`src/rtl/run_sequencer_pkg.sv`:
```
// Shared types and constants for the run sequencer: FSM states, LFSR taps and
// default parameter values.
package run_sequencer_pkg;

    typedef enum logic [2:0] {
        StIdle,
        StPreload,
        StStart,
        StRun,
        StDone,
        StAbort
    } state_e;

    // x^8 + x^6 + x^5 + x^4 + 1, Fibonacci form, shifting left
    localparam logic [7:0] LfsrTapMask = 8'hB8;

    localparam int unsigned DefPreloadLen  = 64;
    localparam int unsigned DefStartCycles = 2;
    localparam int unsigned DefTimeout     = 4096;
    localparam logic [7:0]  DefSeed        = 8'hA5;

    function automatic logic [7:0] lfsr_step(input logic [7:0] value);
        return {value[6:0], ^(value & LfsrTapMask)};
    endfunction

endpackage

```
`src/rtl/lfsr8.sv`:
```
// 8-bit Fibonacci LFSR with synchronous load of the seed and single-step advance.
module lfsr8
    import run_sequencer_pkg::*;
#(
    parameter logic [7:0] SEED = DefSeed
) (
    input  logic       Clk,
    input  logic       Reset_n,
    input  logic       Load,
    input  logic       Advance,
    output logic [7:0] Value
);

    logic [7:0] value_d;

    always_comb begin
        value_d = Value;
        if (Load) begin
            value_d = SEED;
        end else if (Advance) begin
            value_d = lfsr_step(Value);
        end
    end

    always_ff @(posedge Clk or negedge Reset_n) begin
        if (!Reset_n) begin
            Value <= SEED;
        end else begin
            Value <= value_d;
        end
    end

endmodule

```
`src/rtl/run_sequencer.sv`:
```
// Sequences processor runs: optional data-memory preload, start pulse, then waits
// for Ack or a per-program timeout, for up to four programs back-to-back.
module run_sequencer
    import run_sequencer_pkg::*;
#(
    parameter int unsigned PRELOAD_LEN  = DefPreloadLen,
    parameter int unsigned START_CYCLES = DefStartCycles,
    parameter int unsigned TIMEOUT      = DefTimeout,
    parameter logic [7:0]  SEED         = DefSeed
) (
    input  logic        Clk,
    input  logic        Reset_n,
    input  logic        Go,
    input  logic [1:0]  ProgCount,
    input  logic        Ack,
    output logic        Start,
    output logic        MemWrEn,
    output logic [7:0]  MemAddr,
    output logic [7:0]  MemData,
    output logic        Busy,
    output logic        Done,
    output logic        TimedOut,
    output logic [1:0]  ProgIdx,
    output logic [15:0] CycleCnt
);

    localparam logic [7:0]  AddrLast   = 8'(PRELOAD_LEN - 1);
    localparam logic [3:0]  HoldLast   = 4'(START_CYCLES - 1);
    localparam logic [15:0] TimerLast  = 16'(TIMEOUT - 1);
    localparam state_e      FirstState = (PRELOAD_LEN > 0) ? StPreload : StStart;

    state_e      state_q, state_d;
    logic [1:0]  prog_last_q, prog_last_d;
    logic [3:0]  hold_q, hold_d;
    logic [15:0] timer_q, timer_d;

    logic        mem_we_d, start_d, busy_d, done_d, timed_out_d;
    logic [7:0]  mem_addr_d, mem_data_d;
    logic [1:0]  prog_idx_d;
    logic [15:0] cycle_cnt_d;

    logic        lfsr_load, lfsr_advance;
    logic [7:0]  lfsr_value;

    lfsr8 #(
        .SEED(SEED)
    ) u_lfsr (
        .Clk    (Clk),
        .Reset_n(Reset_n),
        .Load   (lfsr_load),
        .Advance(lfsr_advance),
        .Value  (lfsr_value)
    );

    always_comb begin
        state_d     = state_q;
        prog_last_d = prog_last_q;
        prog_idx_d  = ProgIdx;
        cycle_cnt_d = CycleCnt;
        done_d      = Done;
        timed_out_d = TimedOut;

        unique case (state_q)
            StIdle: begin
                if (Go) begin
                    state_d     = FirstState;
                    prog_idx_d  = 2'd0;
                    cycle_cnt_d = 16'd0;
                    done_d      = 1'b0;
                    timed_out_d = 1'b0;
                    prog_last_d = (ProgCount == 2'd0) ? 2'd0 : ProgCount - 2'd1;
                end
            end
            StPreload: begin
                if (MemAddr == AddrLast) state_d = StStart;
            end
            StStart: begin
                if (hold_q == HoldLast) state_d = StRun;
            end
            StRun: begin
                if (CycleCnt != 16'hFFFF) cycle_cnt_d = CycleCnt + 16'd1;
                // Ack takes priority over a timeout in the same cycle
                if (Ack) begin
                    if (ProgIdx == prog_last_q) begin
                        state_d = StDone;
                    end else begin
                        prog_idx_d = ProgIdx + 2'd1;
                        state_d    = FirstState;
                    end
                end else if (timer_q == TimerLast) begin
                    state_d = StAbort;
                end
            end
            StDone, StAbort: begin
                if (!Go) state_d = StIdle;
            end
            default: state_d = StIdle;
        endcase

        if (state_d == StDone) done_d = 1'b1;
        if (state_d == StAbort) timed_out_d = 1'b1;

        hold_d  = (state_d == StStart && state_q == StStart) ? hold_q + 4'd1 : 4'd0;
        timer_d = (state_d == StRun && state_q == StRun) ? timer_q + 16'd1 : 16'd0;

        // The LFSR and MemData advance together so MemData mirrors the LFSR while writing
        lfsr_load    = (state_d == StPreload) && (state_q != StPreload);
        lfsr_advance = (state_d == StPreload) && (state_q == StPreload);
        mem_we_d     = (state_d == StPreload);
        mem_addr_d   = lfsr_advance ? MemAddr + 8'd1 : 8'd0;
        mem_data_d   = lfsr_load ? SEED : (lfsr_advance ? lfsr_step(lfsr_value) : 8'h00);

        start_d = (state_d == StStart);
        busy_d  = state_d inside {StPreload, StStart, StRun};
    end

    always_ff @(posedge Clk or negedge Reset_n) begin
        if (!Reset_n) begin
            state_q     <= StIdle;
            prog_last_q <= 2'd0;
            hold_q      <= 4'd0;
            timer_q     <= 16'd0;
            Start       <= 1'b0;
            MemWrEn     <= 1'b0;
            MemAddr     <= 8'd0;
            MemData     <= 8'd0;
            Busy        <= 1'b0;
            Done        <= 1'b0;
            TimedOut    <= 1'b0;
            ProgIdx     <= 2'd0;
            CycleCnt    <= 16'd0;
        end else begin
            state_q     <= state_d;
            prog_last_q <= prog_last_d;
            hold_q      <= hold_d;
            timer_q     <= timer_d;
            Start       <= start_d;
            MemWrEn     <= mem_we_d;
            MemAddr     <= mem_addr_d;
            MemData     <= mem_data_d;
            Busy        <= busy_d;
            Done        <= done_d;
            TimedOut    <= timed_out_d;
            ProgIdx     <= prog_idx_d;
            CycleCnt    <= cycle_cnt_d;
        end
    end

endmodule

```
`config.mk`:
```
export PLATFORM = sky130hd
export DESIGN_NAME = run_sequencer
export DESIGN_NICKNAME = d
export VERILOG_FILES = /design/src/rtl/run_sequencer_pkg.sv /design/src/rtl/lfsr8.sv /design/src/rtl/run_sequencer.sv
export SDC_FILE = /design/constraint.sdc
export NUM_CORES = 1
export LEC_CHECK = 0
export ABC_AREA = 1
export CORE_MARGIN = 10
export CORE_UTILIZATION = 50
export CTS_CLUSTER_DIAMETER = 60
export CTS_CLUSTER_SIZE = 14
export DETAILED_ROUTE_END_ITERATION = 8
export MAX_ROUTING_LAYER = met4
export PLACE_DENSITY = 0.83
export SYNTH_ARGS = -nofsm -noshare
export SYNTH_HDL_FRONTEND = slang
export SYNTH_SLANG_ARGS = --single-unit
```
`constraint.sdc`:
```
create_clock -name Clk -period 1.8 [get_ports Clk]
set_clock_uncertainty 0.2 [all_clocks]
set_input_delay 0.54 -clock Clk [delete_from_list [all_inputs] [get_ports Clk]]
set_output_delay 0.54 -clock Clk [all_outputs]
set_load 0.02 [all_outputs]
```
# Yosys cells after proc, flatten, opt, wreduce, memory -nomap -nowiden

Cells that the tools add are included.

Flip-flop bits (word level): 72
Input bits: 6
Output and inout bits: 39
Logic and storage cells: 87

$add $sub $neg: 6
Equal/unequal tests: 20
Muxes and demuxes: 27
Reductions and logical operators: 20

Operators with widths:

| cell                                                                     | number |
|---|---|
| 16-bit 2-to-1 mux                                                        | 3 |
| 8-bit 2-to-1 mux                                                         | 5 |
| 16-bit by 1-bit adder with 16-bit output (second input constant)         | 2 |
| 16-bit one-hot mux with 2 select lines                                   | 1 |
| 3-bit 2-to-1 mux                                                         | 7 |
| 16-bit by 12-bit equality test with 1-bit output (second input constant) | 1 |
| 16-bit != test (second input constant)                                   | 1 |
| 3-bit one-hot mux with 5 select lines                                    | 1 |
| 3-bit by 2-bit equality test with 1-bit output (second input constant)   | 4 |
| 3-bit equality test (second input constant)                              | 4 |
| 2-bit nonzero test                                                       | 6 |
| 8-bit by 1-bit adder with 8-bit output (second input constant)           | 1 |
| 8-bit by 6-bit equality test with 1-bit output (second input constant)   | 1 |
| 2-bit 2-to-1 mux                                                         | 4 |
| 2-bit != test (second input constant)                                    | 4 |
| 8-bit XOR reduction                                                      | 1 |
| 3-bit by 1-bit equality test with 1-bit output (second input constant)   | 2 |
| 2-bit AND reduction                                                      | 3 |
| 4-bit by 1-bit adder with 4-bit output (second input constant)           | 1 |
| 4-bit by 1-bit equality test with 1-bit output (second input constant)   | 1 |
| 1-bit logical AND                                                        | 4 |
| 1-bit 2-to-1 mux                                                         | 4 |
| 4-bit 2-to-1 mux                                                         | 1 |
| 2-bit one-hot mux with 2 select lines                                    | 1 |
| other kinds (10)                                                         | 10 |

# Longest topological paths before layout

Gate-level depths: netlist of run 1.

Word-level depth: 8
Mapped depth: 12
Mapped depth without buffers: 11

# Cells and area by module

A second synthesis of run 1 with hierarchy kept.

Cells, all modules: 444
Area total of the unflattened synthesis: 3590.9 um^2

By module, submodules not included:

| module        | times used | cells each | area each (um^2) | sequential area each (um^2) |
|---|---|---|---|---|
| run_sequencer | 1          | 398        | 3215.6           | 1601.5 |
| lfsr8         | 1          | 46         | 375.4            | 205.2 |

# Least setup slack after synthesis of run 1

OpenSTA, ideal clock, no wires.

Path kind: register -> register
From: reg CycleCnt[0]
To: reg CycleCnt[13]
Library setup time: 0.117 ns
Data arrival time: 1.644 ns
Data required time: 1.483 ns
Setup slack: -0.160 ns
Cell stages (with the launch flop): 10
Buffers on the path: 1
Period minus slack after synthesis: 1.960 ns
Cell sequence: dfrtp_1 -> ha_1 -> nand2_1 -> nor2_1 -> nand2_1 -> o21ai_2 -> nand2_4 -> buf_6 -> nand2_1 -> nand2_1

Cells in the longest elaborated chain, start to end: 3
Elaborated cells on any way between the ends: 6
Those cells by class: 1 x add/sub; 2 x eq/ne; 2 x mux; 1 x reduce/logical

RTL lines:

| element                                                                       | line                 | text |
|---|---|---|
| from (decl)                                                                   | run_sequencer.sv:24  | `output logic [15:0] CycleCnt` |
| from (signal assigned)                                                        | run_sequencer.sv:145 | `CycleCnt <= cycle_cnt_d;` |
| 16-bit by 1-bit adder with 16-bit output or 16-bit != test (tied branches)    | run_sequencer.sv:81  | `if (CycleCnt != 16'hFFFF) cycle_cnt_d = CycleCnt + 16'd1;` |
| 16-bit 2-to-1 mux or 2-bit != test (tied branches)                            | -                    |  |
| 16-bit one-hot mux with 2 select lines or 3-bit AND reduction (tied branches) | -                    |  |

Several ways; a longest one is shown, not always the timed one. The select of a mux whose other input is x is not followed.
A chain may end at the register's enable or synchronous reset.

# Worst setup path after layout of run 1

From: reg CycleCnt[5]
To: reg CycleCnt[14]

The elaborated chain is that of the path after synthesis.

==> results of run 1 <==
[flip-flops by register name (all words and copies together), names as in the netlist]
signal and count:
MemData 8, MemAddr 8, Done 1, hold_q 4
Start 1, CycleCnt 16, ProgIdx 2, MemWrEn 1
Busy 1, TimedOut 1, state_q 3, timer_q 16
prog_last_q 2, u_lfsr.Value 8
[cell usage in the layout, fill, tap and decap left out, types with 12 or more instances in the layout]
cell type	count
clkdlybuf4s15_1	12
nand3_1	18
nor3_1	12
xor2_1	17
buf_4	60
nand2_1	79
dfrtp_1	64
inv_1	51
o21ai_0	12
nor2_1	39
[metrics by stage]
stage	util	hold WS, ns
floorplan	-	0.0444
global placement	0.655	0.257
detailed placement	0.655	0.262
CTS	0.702	0.00452
global route	0.725	0.0286
finish	0.725	-0.0228
[timing repair]
action / 4_1_cts / 5_1_grt
resized for setup: 106 / 51
gates cloned: 1 / 2
buffers inserted: 10 / 13
pin swaps: 8 / 14
setup endpoints to repair: 64 / 73
[worst reg2reg max path: cells and delay by family (launching register included)]
kind / cells / cell delay, ns
buffers and inverters: 3 / 0.45
flip-flops: 1 / 0.42
AND/OR/NAND/NOR: 2 / 0.40
AO/OA/AOI/OAI: 1 / 0.12
XOR/XNOR: 1 / 0.23
[per-layer routing]
layer | wire length (um) | up-vias | GRT usage
li1 | - | 1556 | -
met1 | 3980 | 1628 | 0.186
met2 | 5330 | 171 | 0.283
met3 | 812 | 53 | 0.0553
met4 | 367 | 0 | 0.0363
met5 | 0 | - | -
[area by class of cell]
type	instances	area (um2)	share of cell area
Clock inverter	5	57.6	0.0115
Inverter	61	240	0.0480
Timing Repair Buffer	113	930	0.186
Antenna cell	1	2.50	0.000500
Tap cell	96	120	0.0240
Clock buffer	11	141	0.0283
Sequential cell	72	1810	0.362
Multi-Input combinational cell	275	1700	0.340
[cell families after synthesis]
kind of cell,synth area share
buffers and inverters,0.0746
adders and majority gates,0.0173
DFF,0.498
xor gates and xnor gates,0.0532
AOI/OAI and AO/OA,0.0891
and+or+nand+nor,0.268
[power by group]
group          internal, W  switching (W)
Sequential         0.00200       0.000201
Combinational     0.000776        0.00110
Clock             0.000678       0.000612
[final timing paths]
path	end	start	depth (start not counted)	slack (ns)
worst max register to register	CycleCnt[14]$_DFFE_PN0P_	CycleCnt[5]$_DFFE_PN0P_	7	-0.15
worst max-delay path	CycleCnt[14]$_DFFE_PN0P_	CycleCnt[5]$_DFFE_PN0P_	7	-0.15
max in group asynchronous	CycleCnt[1]$_DFFE_PN0P_	Reset_n	2	1.06
worst min register to register	MemAddr[0]$_DFF_PN0_	MemAddr[0]$_DFF_PN0_	1	0.27
min in group Clk	MemAddr[0]$_DFF_PN0_	MemAddr[0]$_DFF_PN0_	1	0.27
worst min-delay path	MemData[0]$_DFF_PN0_	Reset_n	2	-0.02
==> metrics, run 1 <==
run status=finished with violations; failing checks=negative hold slack, negative setup slack; Setup-failing EPs final=34; Yosys cell types=38; clk slew on worst S/H paths=0.07 ns; Final min period=approximately 2.0 ns; HP Class=in -> async; CP Launch Type=register; WP buf/inv=3; Non-Filler Instances=634; number of synthesized register bits=72; Placed Cells=around 590; max cap viols=0; fillers=around 470; TritonCTS Buffers=9; drt wl/cell=between 15 and 20 um; hold_ws=-0.0228 ns; I/O Pins=45; die footprint=~11,000 um2; Final Wtd Congestion=0.899; htree depth=3; RSZ-0062 raised after global routing=true; register area share after synthesis=0.498; Pwr Total=0.00537 W; Post-Route WL=~10,000 um; largest area contributor in the netlist=dfrtp_1; Max Slew Vio Count=0; DR iter-0 viols=340; largest net degree at the start of global routing=73; power density cells=1070 nW/um2; Critical Path Max Stage Delay=~0.42 ns; family with the most delay on the worst path=buffers and inverters; Final TNS setup=-1.79 ns; maximum clock insertion buffer count=2; worst setup margin=-0.151 ns; PortBufs=between 40 and 50; Row Count=30; Synth warnings=0; first-pass GRT wire length=15,000 um; CTS sink count=a little over 70; Initial Util=0.525; 1st-pass router iterations=5; Critical Path End Type=register; share of cells above drive strength 1=0.339; mapped cell area=~3600 um2; crit-path most repeated cell=buf_4; DRC=0; CTS tree=yes; synthesized instance count=410; Slew @ Worst Pin=between 0.4 and 0.5 ns; global route overflow=0; initial antenna violation count=1; Root Buffer=clkbuf_8; number of global-route vias before repair=3,265; Global Route Usage Sum=0.166; Post-synth EDFFs=0; vias=between 3,000 and 4,000; Die Wd=around 110 um; fin area=5000 um2; Synth Flop Type=dfrtp_1; Hold Buf Count CTS=0; HPWL Detailed=between 6000 and 7000 um; Tcrit/Tclk final=1.08; Hold Vio Cnt, Final=10; Syn Area/Cell=roughly 9 um2; CP Max Fanout=4; Post-DP Area=roughly 4500 um2; start-to-end type of the worst setup path=reg -> reg; area growth from synthesis to layout=38.1%; pre-CTS WS=-0.329 ns; top-count cell post-synth=nand2_1; crit-path cells=inv_1 > buf_4 > nor3_1 > buf_4 > nand3_1 > xor2_1 > o21ai_1; share of the synthesized area in the top cell type=0.469; asr flop ratio synth=1.00; fmax=~500 MHz; WP data required=about 1.8 ns; syn_nets=between 400 and 500; Worst VDD drop=roughly 1.3 mV; Die H=approximately 110 um; Post-DRT Antenna Nets=0; Slew HR=0.731; top area cells in the synthesized netlist=dfrtp_1, nand2_1, inv_1; P_leak=around 2.5 nW; routed vias/inst=around 5.4; Slowest cell on crit path=dfrtp_1; Core Region=6910 um2; Clock Latency Late Sink=~0.35 ns; commonest cells in the netlist=nand2_1, dfrtp_1, inv_1; CP arrival=just under 2 ns; nets=between 500 and 600
(Power assumes the default switching activity.)
==> inputs of run 2 (changes only) <==
- ABC_AREA: 1 -> unset
- CORE_UTILIZATION: 50 -> 35
- PLACE_DENSITY: 0.83 -> 0.64
==> run 2 against run 1 <==
The flow still finishes with violations (negative hold slack, negative setup slack). Core utilization decreased by 17 points. Cell count is 3.2% lower. Synthesized cell count down 21%. Sequential power fell by 26%. Critical path type unchanged. Critical endpoint is now Done$_DFFE_PN0P_.
==> metrics, run 2 <==
run status=finished with violations (unchanged); failing checks=negative hold slack, negative setup slack (unchanged); Slowest cell on crit path=or3b_4 (was dfrtp_1); Setup-failing EPs final=38 (was 34); Yosys cell types=49 (was 38); Synth Area in Adders=0.0183 (was 0.0173); WP data required=1.84 ns (was 1.82 ns); RSZ-0062 raised after global routing=true (unchanged); initial antenna violation count=0 (was 1); maximum clock insertion buffer count=2 (unchanged); syn_nets=335 (was 421); htree depth=3 (unchanged); largest net degree at the start of global routing=73 (unchanged); DR iter-0 viols=94 (was 340); crit-path cells=ha_4 > or3b_4 > o32ai_4 > a21oi_4 > buf_6 > a32o_1 (was inv_1 > buf_4 > nor3_1 > buf_4 > nand3_1 > xor2_1 > o21ai_1); Core Region=9640 um2 (was 6910 um2); WP buf/inv=1 (was 3); routed vias/inst=4.85 (was 5.38); share of cells above drive strength 1=0.482 (was 0.339); nets=487 (was 543); mapped cell area=3420 um2 (was 3620 um2); drt wl/cell=14.6 um (was 16.6 um); Clock Latency Late Sink=0.35 ns (about the same); DRC=0 (unchanged); Post-synth EDFFs=0 (unchanged); mux cell area share after synthesis=0 (unchanged); synthesized instance count=324 (was 410); Slew HR=0.730 (was 0.731); Post-Synth Simple-Gate Area=0.226 (was 0.268); first-pass GRT wire length=14,600 um (was 15,000 um); register area share after synthesis=0.528 (was 0.498); number of global-route vias before repair=3,036 (was 3,265); Hold Vio Cnt, Final=10 (unchanged); Tcrit/Tclk final=1.11 (was 1.08); Post-Route WL=8960 um (was 10,500 um); power density cells=548 nW/um2 (was 1070 nW/um2); vias=2,979 (was 3,408); pre-CTS WS=-0.598 ns (was -0.329 ns); Critical Path Max Stage Delay=0.41 ns (was 0.42 ns); clk slew on worst S/H paths=0.08 ns (was 0.07 ns); number of synthesized register bits=72 (unchanged); Post-DRT Antenna Nets=0 (unchanged); crit path from=MemAddr[1]$_DFF_PN0_ (was CycleCnt[5]$_DFFE_PN0P_); largest area contributor in the netlist=dfrtp_1 (unchanged); antenna fix cells=0 (was 1); Slew @ Worst Pin=0.405 ns (was 0.400 ns); Top Registers=CycleCnt (16), timer_q (16) (unchanged); top area cells in the synthesized netlist=dfrtp_1, nor2_1, xor2_1 (was dfrtp_1, nand2_1, inv_1); PortBufs=44 (unchanged); Non-Filler Instances=614 (was 634); commonest cells after routing, fill and taps aside=buf_4, dfrtp_1, nor2_1 (was nand2_1, dfrtp_1, buf_4); asr flop ratio synth=1.00 (unchanged); TritonCTS Buffers=9 (unchanged); CP Launch Type=register (unchanged); share of the synthesized area in the top cell type=0.498 (was 0.469); Placed Cells=572 (was 591); fmax=502 MHz (was 513 MHz); I/O Pins=45 (unchanged); Compound-Gate Fraction of Synth Area=0.118 (was 0.0891); Synth warnings=0 (unchanged); commonest cells in the netlist=dfrtp_1, nor2_1, xor2_1 (was nand2_1, dfrtp_1, inv_1); Worst VDD drop=0.336 mV (was 1.26 mV); worst setup margin=-0.190 ns (was -0.151 ns); area growth from synthesis to layout=55.3% (was 38.1%); Die H=119 um (was 105 um); Critical Path End Type=register (unchanged); Pwr Total=0.00291 W (was 0.00537 W); 1st-pass router iterations=4 (was 5); Max Slew Vio Count=0 (unchanged); Post-DP Area=4630 um2 (was 4530 um2); launching point of the worst reg2reg path=MemAddr[1]$_DFF_PN0_ (was CycleCnt[5]$_DFFE_PN0P_); Root Buffer=clkbuf_8 (unchanged); Global Route Usage Sum=0.128 (was 0.166); die footprint=14,100 um2 (was 11,100 um2); CTS tree=yes (unchanged); Final Wtd Congestion=0.813 (was 0.899); CTS sink count=72 (unchanged); max cap viols=0 (unchanged); fin area=5310 um2 (was 5000 um2); HPWL Detailed=6020 um (was 6240 um); CP arrival=2.03 ns (was 1.98 ns); top-count cell post-synth=dfrtp_1 (was nand2_1); Hold Buf Count CTS=0 (unchanged); global route overflow=0 (unchanged); HP Class=in -> async (unchanged); most common cell after layout, fill and taps aside=buf_4 (was nand2_1); Final min period=1.99 ns (was 1.95 ns); hold_ws=-0.0272 ns (was -0.0228 ns); start-to-end type of the worst setup path=reg -> reg (unchanged); Row Count=36 (was 30); P_leak=2.29 nW (was 2.51 nW); largest family of logic cells by synthesized area=simple AND/OR/NAND/NOR gates (unchanged); Syn Area/Cell=10.6 um2 (was 8.84 um2); Synth Flop Type=dfrtp_1 (unchanged); CP Max Fanout=7 (was 4); Die Wd=119 um (was 105 um); Initial Util=0.355 (was 0.525); family with the most delay on the worst path=compound AO/OA/AOI/OAI gates (was buffers and inverters); xor-xnor portion of the synthesized cell area=0.0845 (was 0.0532)
## run 2: cell types whose count changed in the layout (fill, tap and decap cells not counted), sizes merged, moves of 9 or more
cell,delta
clkdlybuf4s15,-9
inv,-46
nand2,-76
nor3,-10
o21ai,-12
clkbuf,-9
and2,+13
buf,+50
## run 2: worst register-to-register path, cell delays in order, from the launching register on
cell and delay (ns):
dfrtp_2 0.40, ha_4 0.13, or3b_4 0.41, o32ai_4 0.25
a21oi_4 0.09, buf_6 0.16, a32o_1 0.25
## run 2: path summary, 6_finish.rpt
kind / to / slack (ns) / cells after the start
setup reg to reg: Done$_DFFE_PN0P_ / -0.19 / 6
min in group Clk: u_lfsr.Value[6]$_DFFE_PN0P_ / 0.29 / 1
hold reg to reg: u_lfsr.Value[6]$_DFFE_PN0P_ / 0.29 / 1
hold / removal: MemAddr[5]$_DFF_PN0_ / -0.03 / 2
setup / recovery: Done$_DFFE_PN0P_ / -0.19 / 6
max in group asynchronous: CycleCnt[2]$_DFFE_PN0P_ / 1.07 / 2
## run 2: repair_timing
item,4_1_cts,5_1_grt
gates cloned,2,0
buffers inserted,4,22
pin swaps,16,25
endpoints found under the setup margin,69,95
gates resized for setup,154,82
## run 2: through the flow
step	util	setup TNS [ns]
finish	0.551	-4.41
global route	0.551	-7.34
CTS	0.525	-3.05
detailed placement	0.480	-19.53
global placement	0.480	-17.83
floorplan	-	-5.97
## run 2: routing by layer
layer  part of all wire  GRT usage  wire (um)  up-vias
met1               0.43      0.158       3880     1473
met3              0.041     0.0307        370       12
met4              0.014     0.0450        122        0
li1                   -          -          -     1448
met2               0.51      0.200       4590       46
met5                  0          -          0        -
## run 2: final cells by class
type / instances / area [um2]
Fill cell: 835 / 4330
Multi-Input combinational cell: 237 / 1880
Sequential cell: 72 / 1820
Timing Repair Buffer: 146 / 1210
Tap cell: 133 / 166
Clock buffer: 9 / 124
Clock inverter: 7 / 62.6
Inverter: 10 / 45.0
## run 2: report_power, final
part / switching [W] / internal [W]
Combinational: 0.0000432 / 0.0000198
Sequential: 0.00000201 / 0.00162
Clock: 0.000702 / 0.000529
Total: 0.000747 / 0.00217
## run 2: kinds of logic (layout without fill, tap and decap cells)
| kind of cell | Yosys count | in the layout |
|---|---|---|
| fa+ha+maj | 5 | 5 |
| simple gates | 150 | 151 |
| buf+inv | 16 | 172 |
| xor+xnor | 33 | 33 |
| compound gates | 48 | 48 |
| flops | 72 | 72 |
==> inputs of run 3 (changes only) <==
- PLACE_DENSITY: 0.64 -> unset
- PLACE_DENSITY_LB_ADDON: unset -> 0.12
==> run 3 against run 2 <==
The run still ends with negative hold slack, negative setup slack left. First-iteration DRC count increased by 20%. Core utilization rose by 1.9 points. Non-clock buffer count fell by 2. Hold slack better by 0.017 ns. Global-route usage is 0.68 points higher. Clock power up 9%. Worst setup slack worse by 0.022 ns. Die area unchanged.
==> metrics, run 3 (synthesized netlist as in run 2, its figures left out) <==
run status=finished with violations (unchanged); failing checks=negative hold slack, negative setup slack (unchanged); largest net degree at the start of global routing=73 (unchanged); Global Route Usage Sum=0.135 (was 0.128); area growth from synthesis to layout=60.7% (was 55.3%); WP data required=1.83 ns (was 1.84 ns); PortBufs=44 (unchanged); Setup-failing EPs final=37 (was 38); Core Region=9640 um2 (unchanged); P_int=0.00232 W (was 0.00217 W); final core occ=0.570 (was 0.551); vias=2,983 (was 2,979); CP Launch Type=register (unchanged); CP arrival=2.05 ns (was 2.03 ns); Row Count=36 (unchanged); Root Buffer=clkbuf_8 (unchanged); Pwr Total=0.00303 W (was 0.00291 W); most common cell after layout, fill and taps aside=buf_4 (unchanged); Max Slew Vio Count=0 (unchanged); max cap viols=0 (unchanged); 1st-pass router iterations=4 (unchanged); Net Switching=0.000703 W (was 0.000747 W); crit-path cells=ha_4 > or3b_4 > o32ai_4 > a21oi_4 > buf_8 > a32o_1 (was ha_4 > or3b_4 > o32ai_4 > a21oi_4 > buf_6 > a32o_1); Gate power share=0.023 (was 0.022); worst reg2reg path depth=6 (unchanged); pre-CTS WS=-0.631 ns (was -0.598 ns); commonest cells after routing, fill and taps aside=buf_4, dfrtp_1, nor2_1 (unchanged); RSZ-0062 raised after global routing=true (unchanged); Tcrit/Tclk final=1.12 (was 1.11); Final TNS setup=-4.23 ns (was -4.41 ns); Final min period=2.01 ns (was 1.99 ns); Final Wtd Congestion=0.873 (was 0.813); htree depth=3 (unchanged); Critical Path End Type=register (unchanged); Die H=119 um (unchanged); Slew @ Worst Pin=0.397 ns (was 0.405 ns); Die Wd=119 um (unchanged); CP Depth=6 (unchanged); initial antenna violation count=0 (unchanged); DRC=0 (unchanged); maximum clock insertion buffer count=2 (unchanged); Clock Latency Late Sink=0.35 ns (about the same); WP buf/inv=1 (unchanged); HP Class=in -> async (unchanged); routed vias/inst=4.87 (was 4.85); family with the most delay on the worst path=compound AO/OA/AOI/OAI gates (unchanged); Hold Buf Count CTS=0 (unchanged); Flop pwr share=0.535 (was 0.556); fillers=879 (was 835); CTS tree=yes (unchanged); P_leak=2.32 nW (was 2.29 nW); I/O Pins=45 (unchanged); Worst VDD drop=0.299 mV (was 0.336 mV); worst setup margin=-0.212 ns (was -0.190 ns); power density cells=551 nW/um2 (was 548 nW/um2); Critical Path Max Stage Delay=0.41 ns (about the same); Placed Cells=572 (unchanged); antenna fix cells=0 (unchanged); nets=486 (was 487); clk slew on worst S/H paths=0.09 ns (was 0.08 ns); Non-Filler Instances=613 (was 614); fmax=497 MHz (was 502 MHz); TritonCTS Buffers=9 (unchanged); global route overflow=0 (unchanged); number of global-route vias before repair=3,070 (was 3,036); share of cells above drive strength 1=0.483 (was 0.482); start-to-end type of the worst setup path=reg -> reg (unchanged); Post-Route WL=9250 um (was 8960 um); Top Registers=CycleCnt (16), timer_q (16) (unchanged); CP Max Fanout=8 (was 7); Hold Vio Cnt, Final=3 (was 10); CTS sink count=72 (unchanged); switch share=0.232 (was 0.256); Initial Util=0.355 (unchanged); first-pass GRT wire length=15,400 um (was 14,600 um); DR iter-0 viols=113 (was 94); Slowest cell on crit path=or3b_4 (unchanged); hold_ws=-0.00977 ns (was -0.0272 ns); HPWL Detailed=6200 um (was 6020 um); Slew HR=0.735 (was 0.730); drt wl/cell=15.1 um (was 14.6 um); Clk pwr share=0.442 (was 0.423); Post-DRT Antenna Nets=0 (unchanged); die footprint=14,100 um2 (unchanged)
-- run 3: repair_timing --
item                       in CTS  in global routing
cloned                          2                  2
pin swaps                      23                 26
hold endpoints to repair        0                  0
resized for setup             167                 83
setup endpoints to repair      77                 84
setup buffers                  15                  8
-- run 3: metrics by stage --
stage | hold slack (ns) | cell area, um2
global route | 0.0118 | 5500
detailed placement | 0.275 | 4630
global placement | 0.262 | 4630
finish | -0.00977 | 5500
CTS | 0.0173 | 5230
floorplan | 0.0444 | 3480
-- run 3: power groups by stage --
stage          clock, W  sequential [W]  combinational, W
2_1_floorplan         0         0.00165        0.00000639
3_3_place_gp          0         0.00165         0.0000679
3_5_place_dp          0         0.00165         0.0000682
4_1_cts         0.00136         0.00162         0.0000712
5_1_grt         0.00143         0.00162         0.0000779
6_report        0.00134         0.00162         0.0000687
-- run 3: final cells by class --
cell class	instances	area, um2	share of cell area
Timing Repair Buffer	144	1300	0.237
Clock buffer	10	138	0.0250
Inverter	10	47.5	0.00865
Clock inverter	6	67.6	0.0123
Sequential cell	72	1820	0.331
Multi-Input combinational cell	238	1950	0.355
Tap cell	133	166	0.0303
-- run 3: worst reg2reg max path: stages (launching register included) --
cell and delay, ns:
dfrtp_2 0.40, ha_4 0.13, or3b_4 0.41, o32ai_4 0.26, a21oi_4 0.09, buf_8 0.16
a32o_1 0.25
-- run 3: routing by layer --
metal  vias to the layer above  routed length, um  track usage
li1                       1439                  -            -
met1                      1469               4500        0.173
met2                        61               4380        0.209
met3                        14                268       0.0250
met4                         0                102       0.0458
met5                         -                  0            -
-- run 3: final timing paths --
path / to / slack, ns / from
setup / recovery: Done$_DFFE_PN0P_ / -0.21 / MemAddr[1]$_DFF_PN0_
hold / removal: MemAddr[2]$_DFF_PN0_ / -0.01 / Reset_n
setup reg to reg: Done$_DFFE_PN0P_ / -0.21 / MemAddr[1]$_DFF_PN0_
hold reg to reg: u_lfsr.Value[1]$_DFFE_PN0P_ / 0.30 / u_lfsr.Value[1]$_DFFE_PN0P_
max in group asynchronous: CycleCnt[3]$_DFFE_PN0P_ / 1.05 / Reset_n
min in group Clk: u_lfsr.Value[1]$_DFFE_PN0P_ / 0.30 / u_lfsr.Value[1]$_DFFE_PN0P_
